## config.mk

```make
export PLATFORM = sky130hd
export DESIGN_NAME = grayscale_sched
export DESIGN_NICKNAME = d
export VERILOG_FILES = /design/src/rtl/grayscale_sched.sv
export SDC_FILE = /design/constraint.sdc
export NUM_CORES = 1
export LEC_CHECK = 0
export ABC_CLOCK_PERIOD_IN_PS = 7970
export CAP_MARGIN = 20
export CORE_MARGIN = 4
export CORE_UTILIZATION = 60
export DETAILED_ROUTE_END_ITERATION = 16
export PLACE_DENSITY_LB_ADDON = 0.1
export SLEW_MARGIN = 20
export SYNTH_ARGS = -nofsm -noshare
export SYNTH_HDL_FRONTEND = slang
export SYNTH_SLANG_ARGS = --single-unit
```

## constraint.sdc

```tcl
create_clock -name clk -period 7.97 [get_ports clk]
set_clock_uncertainty 0.05 [all_clocks]
set_input_delay 1.594 -clock clk [delete_from_list [all_inputs] [get_ports clk]]
set_output_delay 1.594 -clock clk [all_outputs]
set_load 0.005 [all_outputs]
```

## src/rtl/grayscale_sched.sv

```systemverilog
// rtl/grayscale_sched.sv - grayscale job sequencer: credit-limited line reads, pipeline-driven writes, ack counting
module grayscale_sched #(
    parameter int ADDR_W          = 42,
    parameter int LEN_W           = 32,
    parameter int MAX_OUTSTANDING = 64
) (
    input  logic              clk,
    input  logic              reset_n,
    input  logic              start,
    input  logic [ADDR_W-1:0] src_base,
    input  logic [ADDR_W-1:0] dst_base,
    input  logic [LEN_W-1:0]  num_lines,
    input  logic              c0_almfull,
    input  logic              c1_almfull,
    output logic              rd_req_valid,
    output logic [ADDR_W-1:0] rd_req_addr,
    input  logic              pipe_valid,
    output logic              wr_req_valid,
    output logic [ADDR_W-1:0] wr_req_addr,
    input  logic              wr_rsp_valid,
    output logic              busy,
    output logic              done,
    output logic              err_overflow,
    output logic [LEN_W-1:0]  lines_written
);

    typedef enum logic [1:0] {ST_IDLE, ST_READ, ST_DRAIN, ST_DONE} state_t;

    state_t             state;
    logic [ADDR_W-1:0]  src_q;
    logic [ADDR_W-1:0]  dst_q;
    logic [LEN_W-1:0]   len_q;
    logic [LEN_W-1:0]   rd_cnt;
    logic [LEN_W-1:0]   wr_cnt;
    logic [LEN_W-1:0]   ack_cnt;
    logic [LEN_W-1:0]   inflight;

    logic active;
    logic issue;
    logic wr_fire;

    assign active  = (state == ST_READ) || (state == ST_DRAIN);
    // inflight covers lines read but not yet written, i.e. the pipeline's occupancy
    assign issue   = (state == ST_READ) && !c0_almfull && !c1_almfull &&
                     (inflight < LEN_W'(MAX_OUTSTANDING)) && (rd_cnt < len_q);
    assign wr_fire = active && pipe_valid;

    always_ff @(posedge clk or negedge reset_n) begin
        if (!reset_n) begin
            state         <= ST_IDLE;
            src_q         <= '0;
            dst_q         <= '0;
            len_q         <= '0;
            rd_cnt        <= '0;
            wr_cnt        <= '0;
            ack_cnt       <= '0;
            inflight      <= '0;
            rd_req_valid  <= 1'b0;
            rd_req_addr   <= '0;
            wr_req_valid  <= 1'b0;
            wr_req_addr   <= '0;
            busy          <= 1'b0;
            done          <= 1'b0;
            err_overflow  <= 1'b0;
            lines_written <= '0;
        end else begin
            rd_req_valid <= 1'b0;
            wr_req_valid <= 1'b0;
            done         <= 1'b0;

            case (state)
                ST_IDLE: begin
                    if (start) begin
                        src_q         <= src_base;
                        dst_q         <= dst_base;
                        len_q         <= num_lines;
                        rd_cnt        <= '0;
                        wr_cnt        <= '0;
                        ack_cnt       <= '0;
                        inflight      <= '0;
                        lines_written <= '0;
                        err_overflow  <= 1'b0;
                        if (num_lines == '0) begin
                            state <= ST_DONE;
                        end else begin
                            state <= ST_READ;
                            busy  <= 1'b1;
                        end
                    end
                end
                ST_READ: begin
                    if (issue) begin
                        rd_req_valid <= 1'b1;
                        rd_req_addr  <= src_q + ADDR_W'(rd_cnt);
                        rd_cnt       <= rd_cnt + LEN_W'(1);
                        if (rd_cnt + LEN_W'(1) == len_q) begin
                            state <= ST_DRAIN;
                        end
                    end
                end
                ST_DRAIN: begin
                    if (ack_cnt == len_q) begin
                        state <= ST_DONE;
                        busy  <= 1'b0;
                    end
                end
                ST_DONE: begin
                    done  <= 1'b1;
                    state <= ST_IDLE;
                end
                default: state <= ST_IDLE;
            endcase

            // The pipeline cannot be stalled, so writes go out even when they are illegal
            if (wr_fire) begin
                wr_req_valid <= 1'b1;
                wr_req_addr  <= dst_q + ADDR_W'(wr_cnt);
                wr_cnt       <= wr_cnt + LEN_W'(1);
                if (c1_almfull) begin
                    err_overflow <= 1'b1;
                end
            end else if (pipe_valid) begin
                err_overflow <= 1'b1;
            end

            if (issue && !wr_fire) begin
                inflight <= inflight + LEN_W'(1);
            end else if (!issue && wr_fire) begin
                if (inflight == '0) begin
                    err_overflow <= 1'b1;
                end else begin
                    inflight <= inflight - LEN_W'(1);
                end
            end

            if (wr_rsp_valid) begin
                if (active && (ack_cnt != len_q)) begin
                    ack_cnt       <= ack_cnt + LEN_W'(1);
                    lines_written <= ack_cnt + LEN_W'(1);
                end else begin
                    err_overflow <= 1'b1;
                end
            end
        end
    end

endmodule

```

==> flow_summary.rst, run 1 <==
.. list-table::
   :header-rows: 1

   * - Metric
     - Value
   * - Starting Density
     - 0.607
   * - Total half-perimeter wirelength after legalization and detailed placement
     - between 40 and 50 mm
   * - Count of distinct cell types in the synthesized netlist
     - 86
   * - Depth of the most critical reg-to-reg path
     - 12
   * - Startpoint of the most critical register-to-register path
     - rd_cnt[9]$_DFFE_PN0P_
   * - Final slew viol count
     - 0
   * - Post-Synthesis Cell Area
     - 21600 sq um
   * - Count of H-tree levels built during CTS
     - 2
   * - Number of synthesized register bits
     - between 300 and 400
   * - Reg-to-Reg End
     - rd_cnt[12]$_DFFE_PN0P_
   * - Unrepaired setup endpoints after global routing
     - false
   * - Post-route clock period utilization
     - 0.577
   * - Async S/R FF share, synth
     - 1.00
   * - Share of final-layout standard cells stronger than drive strength 1
     - 0.0441
   * - Die W
     - between 150 and 200 um
   * - Die height
     - just under 200 um
   * - Number of maximum-capacitance violations
     - 0
   * - Clk slew on worst S/H paths
     - approximately 60 ps
   * - Final hold vios
     - 0
   * - Number of antenna violations at the first check in global routing
     - 0
   * - Setup WS pre-CTS
     - between 3000 and 4000 ps
   * - Achievable Freq
     - around 0.22 GHz
   * - Cts bufs inserted
     - 41
   * - Count of flip-flops with a built-in enable after synthesis
     - 0
   * - # DRC
     - 0
   * - Clock tree from TritonCTS
     - yes
   * - Transition time of the tightest slew-check pin
     - approximately 1000 ps
   * - Overflow after GRT
     - 0
   * - First drt pass iteration count
     - 6
   * - Worst hold slack after final layout
     - around 430 ps
   * - First-pass GRT wire length
     - roughly 99 mm
   * - Fraction of the yosys area taken by sequential cells
     - 0.426
   * - Synthesized instance count
     - 2494
   * - Final GP Congestion
     - between 0.9 and 1
   * - Launch point of the critical path
     - rd_cnt[9]$_DFFE_PN0P_
   * - Total negative setup slack
     - 0 ps
   * - Tightest Hold Check Type
     - reg -> reg
   * - Status
     - finished, final reports clean
   * - Net count of the mapped netlist
     - about 2700
   * - Placed cells
     - between 3000 and 4000
   * - Largest net degree at the start of global routing
     - approximately 160
   * - All-layer global routing usage
     - 0.311
   * - Max FO, Critical Path
     - 73
   * - Pwr per Cell Area
     - 325 nW/um^2
   * - Placement Rows
     - 69
   * - Area growth, synth to finish
     - 18.6%
   * - Crit Path Category
     - reg -> reg
   * - Clock latency on the worst-skew pair
     - roughly 570 ps
   * - Utilization after layout
     - 0.721
   * - Avg Cell Area, Syn
     - 8.64 sq um
   * - Average detailed-routed wire length per instance
     - 19.5 um
   * - Final net count
     - slightly below 3000
   * - Residual antenna-violating net count after detailed routing
     - 0
   * - Commonest non-fill, non-tap cells in the layout
     - sky130_fd_sc_hd__nand2_1 (525), sky130_fd_sc_hd__dfrtp_1 (367), sky130_fd_sc_hd__o21ai_0 (275)
   * - Synth area leaders
     - sky130_fd_sc_hd__dfrtp_1 (43%), sky130_fd_sc_hd__nand2_1 (9.2%), sky130_fd_sc_hd__o21ai_0 (6.4%)
   * - Quantity of I/O buffers inserted on ports
     - around 240
   * - TritonCTS Sinks
     - 367
   * - Detailed-route via count
     - 19300
   * - Standard cell core area
     - 35500 sq um
   * - Predominant post-synthesis flop cell
     - sky130_fd_sc_hd__dfrtp_1
   * - Post-CTS Repair Setup Buffers
     - 0
   * - Reg2Reg Setup Slack
     - between 3000 and 4000 ps
   * - Cts-stage hold buffer count
     - 0
   * - Floorplan die area
     - 39000 sq um
   * - Crit path arrival time
     - 5010 ps
   * - Largest area contributor in the synthesized netlist
     - sky130_fd_sc_hd__dfrtp_1
   * - Type of element launching the critical path
     - register
   * - Initial DRC count
     - roughly 1500
   * - CP Capture Type
     - register
   * - Final Instance Count excl. Fillers
     - roughly 3200
   * - Count of endpoints failing setup in the final report
     - 0
   * - Static Leakage
     - between 10 and 15 nW
   * - Most frequent standard cell in the layout excluding fill and tap cells
     - sky130_fd_sc_hd__nand2_1
   * - Minimum setup slack in the final design
     - 3370 ps
   * - Boundary Pins
     - ~240
   * - Share of the synthesized area in the top cell type
     - 0.426
   * - Tightest slew margin relative to the limit
     - 0.330
   * - Worst path required time
     - 8380 ps
   * - Gates resized, CTS repair
     - 0
   * - Post-Route WL
     - between 60 and 70 mm
   * - Vias in the first global route
     - 18900
   * - Worst-case clock buffer depth
     - 3
   * - Clock root cell
     - sky130_fd_sc_hd__clkbuf_16
   * - Critical path destination
     - rd_cnt[12]$_DFFE_PN0P_
   * - Number of warnings issued by yosys
     - 0
   * - Largest voltage drop on the vdd net
     - approximately 0.23 mV
   * - Number of vias per cell after detailed routing
     - approximately 6.1
   * - Min cycle time layout
     - between 4000 and 5000 ps
[routing by layer]
metal,part of all wire,track usage,vias to the layer above
met2,0.49,0.522,716
li1,-,-,9115
met5,0,0,-
met4,0.041,0.124,0
met1,0.41,0.410,9313
met3,0.066,0.0459,162
[flip-flops by register name, summed over array words and instances, names as in the netlist, 2 cells and up]
register / flops
wr_req_addr: 42
src_q: 42
rd_cnt: 32
ack_cnt: 32
lines_written: 32
rd_req_addr: 42
wr_cnt: 32
len_q: 32
state: 2
dst_q: 42
inflight: 32
[worst max-delay path, cell delays in order (launching register included)]
cell	delay (ps)
sky130_fd_sc_hd__dfrtp_1	560
sky130_fd_sc_hd__ha_1	390
sky130_fd_sc_hd__a21oi_1	60
sky130_fd_sc_hd__o211ai_1	180
sky130_fd_sc_hd__o2111ai_1	140
sky130_fd_sc_hd__and3_1	190
sky130_fd_sc_hd__a221oi_1	620
sky130_fd_sc_hd__nor2_1	210
sky130_fd_sc_hd__o31ai_4	550
sky130_fd_sc_hd__buf_4	640
sky130_fd_sc_hd__nor2_2	330
sky130_fd_sc_hd__a21o_1	260
sky130_fd_sc_hd__a32o_1	240
[through the flow]
| step | instance area, sq um | total power, mW |
|---|---|---|
| global route | 25600 | 8.86 |
| finish | 25600 | 8.32 |
| CTS | 25500 | 8.32 |
| detailed placement | 24200 | 6.34 |
| global placement | 24200 | 6.21 |
| floorplan | 21600 | 5.07 |
[area by class of cell]
type                    count  area (sq um)
repair buffers            256          2570
diodes                      1          2.50
fillers                  2757          9910
well taps                 461           577
multi-input cells        1927         11600
inverters                  74           278
flip-flops and latches    367          9180
clock buffers              60          1230
clock inverters            12           143
[synthesized netlist by cell type, drive strengths merged, types with 9 or more instances]
cell and n:
nand2 530, dfrtp 367, o21ai 291, nand3 124
xnor2 118, nor2 111, ha 105, a21oi 97
clkbuf 89, inv 73, xor2 67, a21o 54
nor3 44, and3 39, o31ai 39, buf 37
nand4 37, nor4 27, a31oi 25, nand2b 15
o211ai 15, a211oi 13, mux2i 13, nor2b 13
and2 12, o21a 11, and4 10, a22o 9
or3 9
[power by group]
| group | switching (mW) | internal [mW] |
|---|---|---|
| logic | 2.00 | 1.39 |
| registers | 0.544 | 2.44 |
| clock network | 0.782 | 1.16 |
[worst min path at each step]
stage                           startpoint                     endpoint  slack [ps]  cells after the start
6_report       wr_req_addr[11]$_DFFE_PN0P_  wr_req_addr[11]$_DFFE_PN0P_         430                      2
5_1_grt              dst_q[26]$_DFFE_PN0P_        dst_q[26]$_DFFE_PN0P_         450                      2
4_1_cts        rd_req_addr[27]$_DFFE_PN0P_  rd_req_addr[27]$_DFFE_PN0P_         430                      2
3_5_place_dp   lines_written[16]$_DFF_PN0_  lines_written[16]$_DFF_PN0_         420                      1
3_3_place_gp    rd_req_addr[0]$_DFFE_PN0P_   rd_req_addr[0]$_DFFE_PN0P_         410                      2
2_1_floorplan       inflight[12]$_DFF_PN0_       inflight[12]$_DFF_PN0_         390                      1
[cells by family after synthesis]
logic type,share of synthesized area
compound gates,0.179
xor+xnor,0.0752
fa+ha+maj,0.0628
buf+inv,0.0380
flops,0.426
mux,0.00656
simple gates,0.213
(Power assumes the default switching activity.)
==> run 2, diff against run 1 <==
--- a/config.mk
+++ b/config.mk
@@ -5,10 +5,10 @@
 export SDC_FILE = /design/constraint.sdc
 export NUM_CORES = 1
 export LEC_CHECK = 0
-export ABC_CLOCK_PERIOD_IN_PS = 7970
+export ABC_CLOCK_PERIOD_IN_PS = 3800
 export CAP_MARGIN = 20
 export CORE_MARGIN = 4
-export CORE_UTILIZATION = 60
+export CORE_UTILIZATION = 52
 export DETAILED_ROUTE_END_ITERATION = 16
 export PLACE_DENSITY_LB_ADDON = 0.1
 export SLEW_MARGIN = 20
==> constraint.sdc (replaced) <==
create_clock -name clk -period 3.8 [get_ports clk]
set_clock_uncertainty 0.05 [all_clocks]
set_input_delay 0.76 -clock clk [delete_from_list [all_inputs] [get_ports clk]]
set_output_delay 0.76 -clock clk [all_outputs]
set_load 0.005 [all_outputs]
==> run 2 against run 1 <==
  * Register-to-register slack got worse by 3100 ps
  * Critical path depth fell by 1
  * Routed wire length rose by 3.6%
  * Power rose by 110%
  * Cell count rose by 3.8%
  * Via count fell by 0.48%
  * Sequential cell count did not move
  * Sequential power rose by 110%
  * Die area rose by 15%
  * Non-clock buffer count rose by 44
  * Critical path type unchanged
  * Critical endpoint is now rd_req_addr[33]$_DFFE_PN0P_
  * Highest routed layer is now met5
==> flow_summary.rst, run 2 (same netlist as run 1, synthesis figures left out) <==
.. list-table::
   :header-rows: 1

   * - Metric
     - Value
   * - Layout filler cell count
     - about 3500
   * - Clk slew on worst S/H paths
     - 60 ps
   * - TritonCTS Sinks
     - 367
   * - Commonest non-fill, non-tap cells in the layout
     - sky130_fd_sc_hd__nand2_1 (525), sky130_fd_sc_hd__dfrtp_1 (367), sky130_fd_sc_hd__o21ai_0 (276)
   * - Post-route clock period utilization
     - 0.931
   * - Die height
     - 212 um
   * - Crit path arrival time
     - 3970 ps
   * - Clock latency on the worst-skew pair
     - between 500 and 600 ps
   * - Count of endpoints failing setup in the final report
     - 0
   * - Final slew viol count
     - 0
   * - Most frequent standard cell in the layout excluding fill and tap cells
     - sky130_fd_sc_hd__nand2_1
   * - Clock tree from TritonCTS
     - yes
   * - Final net count
     - just under 3000
   * - Finished Cell Area
     - between 20000 and 30000 sq um
   * - Flip-flop and latch area
     - ~9200 sq um
   * - Worst path required time
     - 4230 ps
   * - Floorplan die area
     - 44800 sq um
   * - Worst-case clock buffer depth
     - 3
   * - Initial DRC count
     - 1638
   * - Post-layout total power
     - roughly 18 mW
   * - Residual antenna-violating net count after detailed routing
     - 0
   * - Min cycle time layout
     - ~3500 ps
   * - Transition time of the tightest slew-check pin
     - 948 ps
   * - Average detailed-routed wire length per instance
     - between 15 and 20 um
   * - Count of H-tree levels built during CTS
     - 2
   * - Die W
     - around 210 um
   * - Achievable Freq
     - 0.283 GHz
   * - Utilization after layout
     - 0.639
   * - DP Area
     - ~25000 sq um
   * - Number of maximum-capacitance violations
     - 0
   * - Largest net degree at the start of global routing
     - roughly 110
   * - Post-CTS Repair Setup Buffers
     - 0
   * - Tightest Hold Check Type
     - reg -> reg
   * - Crit Path Category
     - reg -> reg
   * - Final GP Congestion
     - roughly 0.96
   * - Total half-perimeter wirelength after legalization and detailed placement
     - around 47 mm
   * - Largest voltage drop on the vdd net
     - roughly 0.43 mV
   * - Type of element launching the critical path
     - register
   * - Unrepaired setup endpoints after global routing
     - false
   * - Worst hold slack after final layout
     - about 410 ps
   * - # DRC
     - 0
   * - Status
     - finished, final reports clean
   * - Boundary Pins
     - between 200 and 250
   * - Number of antenna violations at the first check in global routing
     - 5
   * - Pwr per Cell Area
     - slightly below 700 nW/um^2
   * - Multi-input gate area
     - roughly 12000 sq um
   * - Number of vias per cell after detailed routing
     - ~6
   * - Standard cell core area
     - 40900 sq um
   * - Quantity of I/O buffers inserted on ports
     - 243
   * - Post-Route WL
     - about 64 mm
   * - Final hold vios
     - 0
   * - Tightest slew margin relative to the limit
     - 0.368
   * - First-pass GRT wire length
     - slightly above 100 mm
   * - Max FO, Critical Path
     - 12
   * - Total negative setup slack
     - 0 ps
   * - Vias in the first global route
     - between 15000 and 20000
   * - Area growth, synth to finish
     - 21.3%
   * - Overflow after GRT
     - 0
   * - CP Capture Type
     - register
   * - Static Leakage
     - 11.9 nW
   * - Starting Density
     - 0.527
   * - Placement Rows
     - 74
   * - First drt pass iteration count
     - 5
   * - All-layer global routing usage
     - 0.282
   * - Detailed-route via count
     - about 19000
   * - Share of final-layout standard cells stronger than drive strength 1
     - 0.0601
   * - Cts bufs inserted
     - 43
   * - Clock root cell
     - sky130_fd_sc_hd__clkbuf_16
## run 2: changes by cell type in the layout (fill, tap and decap cells not counted), moves of 2 or more
cell,change
sky130_fd_sc_hd__diode_2,+2
sky130_fd_sc_hd__o31ai_1,-2
sky130_fd_sc_hd__o31ai_2,+2
sky130_fd_sc_hd__buf_4,+34
sky130_fd_sc_hd__clkbuf_1,+4
sky130_fd_sc_hd__buf_12,+10
sky130_fd_sc_hd__clkinv_2,-2
## run 2: report_power, final
group / switching, mW / internal, mW
Clock: 1.67 / 2.42
Combinational: 4.34 / 3.09
Sequential: 1.13 / 5.12
## run 2: layout make-up
| class | instances | area share |
|---|---|---|
| multi-input combinational | 1927 | 0.444 |
| inverter | 74 | 0.0106 |
| clock inverter | 12 | 0.00517 |
| tap | 532 | 0.0255 |
| clock buffer | 64 | 0.0480 |
| sequential | 367 | 0.351 |
| timing repair buffer | 300 | 0.115 |
| antenna | 3 | 0.000287 |
## run 2: repair_timing
action,4_1_cts,5_1_grt
gates resized for setup,0,4
hold buffers,1,0
hold endpoints to repair,24,0
setup endpoints to repair,0,7
## run 2: stage by stage
stage	cells	worst slack, ps
floorplan	2494	779
global placement	3199	176
detailed placement	3199	165
CTS	3276	109
global route	3279	25.4
finish	3279	260
## run 2: routing by layer
layer | part of all wire | global-route usage | up-vias
met3 | 0.055 | 0.0368 | 148
met1 | 0.43 | 0.383 | 9238
met4 | 0.037 | 0.106 | 4
li1 | - | - | 9218
met2 | 0.48 | 0.464 | 605
met5 | 0.00041 | 0 | -
## run 2: worst paths after layout
check | startpoint | to | slack (ps) | cells past startpoint
setup reg to reg | rd_cnt[8]$_DFFE_PN0P_ | rd_req_addr[33]$_DFFE_PN0P_ | 260 | 11
max in group asynchronous | reset_n | rd_cnt[24]$_DFFE_PN0P_ | 2180 | 3
setup / recovery | rd_cnt[8]$_DFFE_PN0P_ | rd_req_addr[33]$_DFFE_PN0P_ | 260 | 11
hold reg to reg | rd_req_addr[0]$_DFFE_PN0P_ | rd_req_addr[0]$_DFFE_PN0P_ | 410 | 2
hold / removal | rd_req_addr[0]$_DFFE_PN0P_ | rd_req_addr[0]$_DFFE_PN0P_ | 410 | 2
min in group asynchronous | reset_n | wr_req_addr[39]$_DFFE_PN0P_ | 590 | 2
## run 2: worst max-delay path: stages (launching register included)
cell and delay [ps]:
sky130_fd_sc_hd__dfrtp_1 590, sky130_fd_sc_hd__ha_1 370, sky130_fd_sc_hd__a21oi_1 170, sky130_fd_sc_hd__o21ai_0 120, sky130_fd_sc_hd__and2_1 170, sky130_fd_sc_hd__a311o_1 370, sky130_fd_sc_hd__o221ai_2 280, sky130_fd_sc_hd__o211ai_1 240
sky130_fd_sc_hd__a221o_1 390, sky130_fd_sc_hd__a21oi_2 360, sky130_fd_sc_hd__o21ai_0 150, sky130_fd_sc_hd__a31oi_1 200
==> run 3, diff against run 2 <==
--- a/config.mk
+++ b/config.mk
@@ -5,6 +5,7 @@
 export SDC_FILE = /design/constraint.sdc
 export NUM_CORES = 1
 export LEC_CHECK = 0
+export ABC_AREA = 1
 export ABC_CLOCK_PERIOD_IN_PS = 3800
 export CAP_MARGIN = 20
 export CORE_MARGIN = 4
==> run 3 against run 2 <==
  * Sequential power down 2%
  * Routed wire length rose by 17%
  * Worst hold slack lost 270 ps
  * Register-to-register slack better by 240 ps
  * Critical endpoint is now rd_req_addr[36]$_DFFE_PN0P_
==> flow_summary.rst, run 3 <==
.. list-table::
   :header-rows: 1

   * - Metric
     - Value
   * - Vias in the first global route
     - roughly 22000
   * - Overflow after GRT
     - 0
   * - Status
     - finished, final reports clean
   * - Clock tree from TritonCTS
     - yes
   * - Final hold vios
     - 0
   * - Largest voltage drop on the vdd net
     - approximately 0.43 mV
   * - Number of warnings issued by yosys
     - 0
   * - Total half-perimeter wirelength after legalization and detailed placement
     - about 57 mm
   * - Quantity of I/O buffers inserted on ports
     - roughly 240
   * - Count of H-tree levels built during CTS
     - 2
   * - Most frequent standard cell in the layout excluding fill and tap cells
     - sky130_fd_sc_hd__nand2_1
   * - First drt pass iteration count
     - 6
   * - Type of element launching the critical path
     - register
   * - Post-Synthesis Cell Area
     - 23100 sq um
   * - Unrepaired setup endpoints after global routing
     - false
   * - Net count of the mapped netlist
     - about 3400
   * - Average detailed-routed wire length per instance
     - approximately 19 um
   * - Cts-stage hold buffer count
     - 0
   * - Fraction of the yosys area taken by sequential cells
     - 0.398
   * - CP Capture Type
     - register
   * - Combinational fraction of design power
     - 0.416
   * - Starting Density
     - 0.531
   * - Max FO, Critical Path
     - 6
   * - Predominant post-synthesis flop cell
     - sky130_fd_sc_hd__dfrtp_1
   * - Total negative setup slack
     - 0 ps
   * - Achievable Freq
     - 0.303 GHz
   * - Total internal power
     - a little over 10 mW
   * - Min cycle time layout
     - 3300 ps
   * - Share of the synthesized area in the top cell type
     - 0.398
   * - Number of maximum-capacitance violations
     - 0
   * - Avg Cell Area, Syn
     - 7.24 sq um
   * - Tightest slew margin relative to the limit
     - 0.364
   * - Standard cell core area
     - 43500 sq um
   * - Crit path arrival time
     - 3710 ps
   * - Number of vias per cell after detailed routing
     - ~5.6
   * - Number of antenna violations at the first check in global routing
     - 4
   * - Tightest Hold Check Type
     - in -> async
   * - Count of flip-flops with a built-in enable after synthesis
     - 0
   * - Worst hold slack after final layout
     - 138 ps
   * - Residual antenna-violating net count after detailed routing
     - 0
   * - Switching power
     - 7.35 mW
   * - Clock power share
     - 0.236
   * - Initial DRC count
     - about 1800
   * - Gates resized, CTS repair
     - 0
   * - Commonest non-fill, non-tap cells in the layout
     - sky130_fd_sc_hd__nand2_1 (1022), sky130_fd_sc_hd__dfrtp_1 (367), sky130_fd_sc_hd__inv_1 (283)
   * - Worst path required time
     - 4210 ps
   * - Final net count
     - 3648
   * - Count of distinct cell types in the synthesized netlist
     - 51
   * - Worst-case clock buffer depth
     - 3
   * - Clock root cell
     - sky130_fd_sc_hd__clkbuf_16
   * - Final GP Congestion
     - ~0.96
   * - Top post-synthesis cells by count
     - sky130_fd_sc_hd__nand2_1 (1024), sky130_fd_sc_hd__dfrtp_1 (367), sky130_fd_sc_hd__inv_1 (283), sky130_fd_sc_hd__nor2_1 (275), sky130_fd_sc_hd__nand3_1 (235)
   * - Flop pwr share
     - 0.348
   * - Placement Rows
     - 76
   * - Synthesized instance count
     - between 3000 and 4000
   * - Synth area leaders
     - sky130_fd_sc_hd__dfrtp_1 (40%), sky130_fd_sc_hd__nand2_1 (17%), sky130_fd_sc_hd__ha_1 (5.7%)
   * - Switching part of the total power
     - 0.416
   * - Post-Route WL
     - roughly 75 mm
   * - Area growth, synth to finish
     - 19.7%
   * - Die W
     - 219 um
   * - Detailed-route via count
     - between 20000 and 25000
   * - Static Leakage
     - about 13 nW
   * - Final slew viol count
     - 0
   * - Transition time of the tightest slew-check pin
     - 945 ps
   * - First-pass GRT wire length
     - 118 mm
   * - Count of endpoints failing setup in the final report
     - 0
   * - Largest area contributor in the synthesized netlist
     - sky130_fd_sc_hd__dfrtp_1
   * - Number of synthesized register bits
     - ~370
   * - Clk slew on worst S/H paths
     - roughly 60 ps
   * - Clock latency on the worst-skew pair
     - ~580 ps
   * - Pwr per Cell Area
     - 639 nW/um^2
   * - Boundary Pins
     - between 200 and 250
   * - Post-CTS Repair Setup Buffers
     - 0
   * - Floorplan die area
     - 47800 sq um
   * - TritonCTS Sinks
     - 367
   * - Largest net degree at the start of global routing
     - slightly above 90
   * - Library cell with the highest instance count after synthesis
     - sky130_fd_sc_hd__nand2_1
   * - All-layer global routing usage
     - 0.308
   * - Share of final-layout standard cells stronger than drive strength 1
     - 0.0412
   * - Post-route clock period utilization
     - 0.868
   * - Async S/R FF share, synth
     - 1.00
   * - # DRC
     - 0
   * - Cts bufs inserted
     - 43
   * - Crit Path Category
     - reg -> reg
   * - Die height
     - about 220 um
run 3: worst paths after layout:
check / end / from / depth (start not counted) / slack, ps
setup / recovery: rd_req_addr[36]$_DFFE_PN0P_ / rd_cnt[0]$_DFFE_PN0P_ / 13 / 500
hold / removal: src_q[38]$_DFFE_PN0P_ / reset_n / 1 / 140
setup reg to reg: rd_req_addr[36]$_DFFE_PN0P_ / rd_cnt[0]$_DFFE_PN0P_ / 13 / 500
hold reg to reg: rd_req_addr[18]$_DFFE_PN0P_ / rd_req_addr[18]$_DFFE_PN0P_ / 2 / 430
max in group asynchronous: wr_req_addr[7]$_DFFE_PN0P_ / reset_n / 2 / 2540
min in group clk: rd_req_addr[18]$_DFFE_PN0P_ / rd_req_addr[18]$_DFFE_PN0P_ / 2 / 430
run 3: routing by layer:
metal,up-vias,part of all wire,GRT usage
met1,10900,0.43,0.408
met4,0,0.038,0.112
met5,-,0,0
met3,165,0.056,0.0417
li1,10900,-,-
met2,723,0.48,0.520
run 3: final cells by class:
| type | instances | area (sq um) |
|---|---|---|
| clock buffer | 62 | 1250 |
| fill | 3931 | 15900 |
| timing repair buffer | 271 | 2740 |
| inverter | 290 | 1090 |
| clock inverter | 15 | 151 |
| multi-input combinational | 2445 | 12400 |
| antenna | 4 | 10.0 |
| sequential | 367 | 9180 |
| tap | 585 | 732 |
run 3: logic make-up after synthesis:
family,count (synthesis),synth area share
muxes,10,0.00440
xor gates and xnor gates,125,0.0481
buffers and inverters,372,0.0625
adders and majority gates,107,0.0587
AOI/OAI and AO/OA,489,0.116
DFF,367,0.398
and+or+nand+nor,1714,0.312
run 3: stage by stage:
step	area, sq um	util	instances	total power [mW]	worst slack (ps)
floorplan	23100	-	3184	10.5	1300
global placement	26200	0.603	3958	13.3	639
detailed placement	26200	0.603	3958	13.4	566
CTS	27600	0.635	4035	17.7	571
global route	27600	0.635	4039	18.9	253
finish	27600	0.635	4039	17.6	503
run 3: power by group through the flow:
stage	sequential (mW)	clock (mW)	combinational (mW)
2_1_floorplan	5.81	0	4.65
3_3_place_gp	6.16	0	7.11
3_5_place_dp	6.17	0	7.27
4_1_cts	6.13	4.23	7.33
5_1_grt	6.25	4.38	8.21
6_report	6.14	4.16	7.34
run 3: critical path, cell delays in order (launching register included):
cell,delay [ps]
sky130_fd_sc_hd__dfrtp_1,480
sky130_fd_sc_hd__ha_1,220
sky130_fd_sc_hd__inv_1,50
sky130_fd_sc_hd__fa_1,450
sky130_fd_sc_hd__o21ai_0,470
sky130_fd_sc_hd__a21oi_1,190
sky130_fd_sc_hd__o21ai_0,330
sky130_fd_sc_hd__nand2_1,100
sky130_fd_sc_hd__nand2_1,180
sky130_fd_sc_hd__nand3_1,100
sky130_fd_sc_hd__nand2_1,260
sky130_fd_sc_hd__nand3_1,120
sky130_fd_sc_hd__nand3_1,100
sky130_fd_sc_hd__nand2_1,60
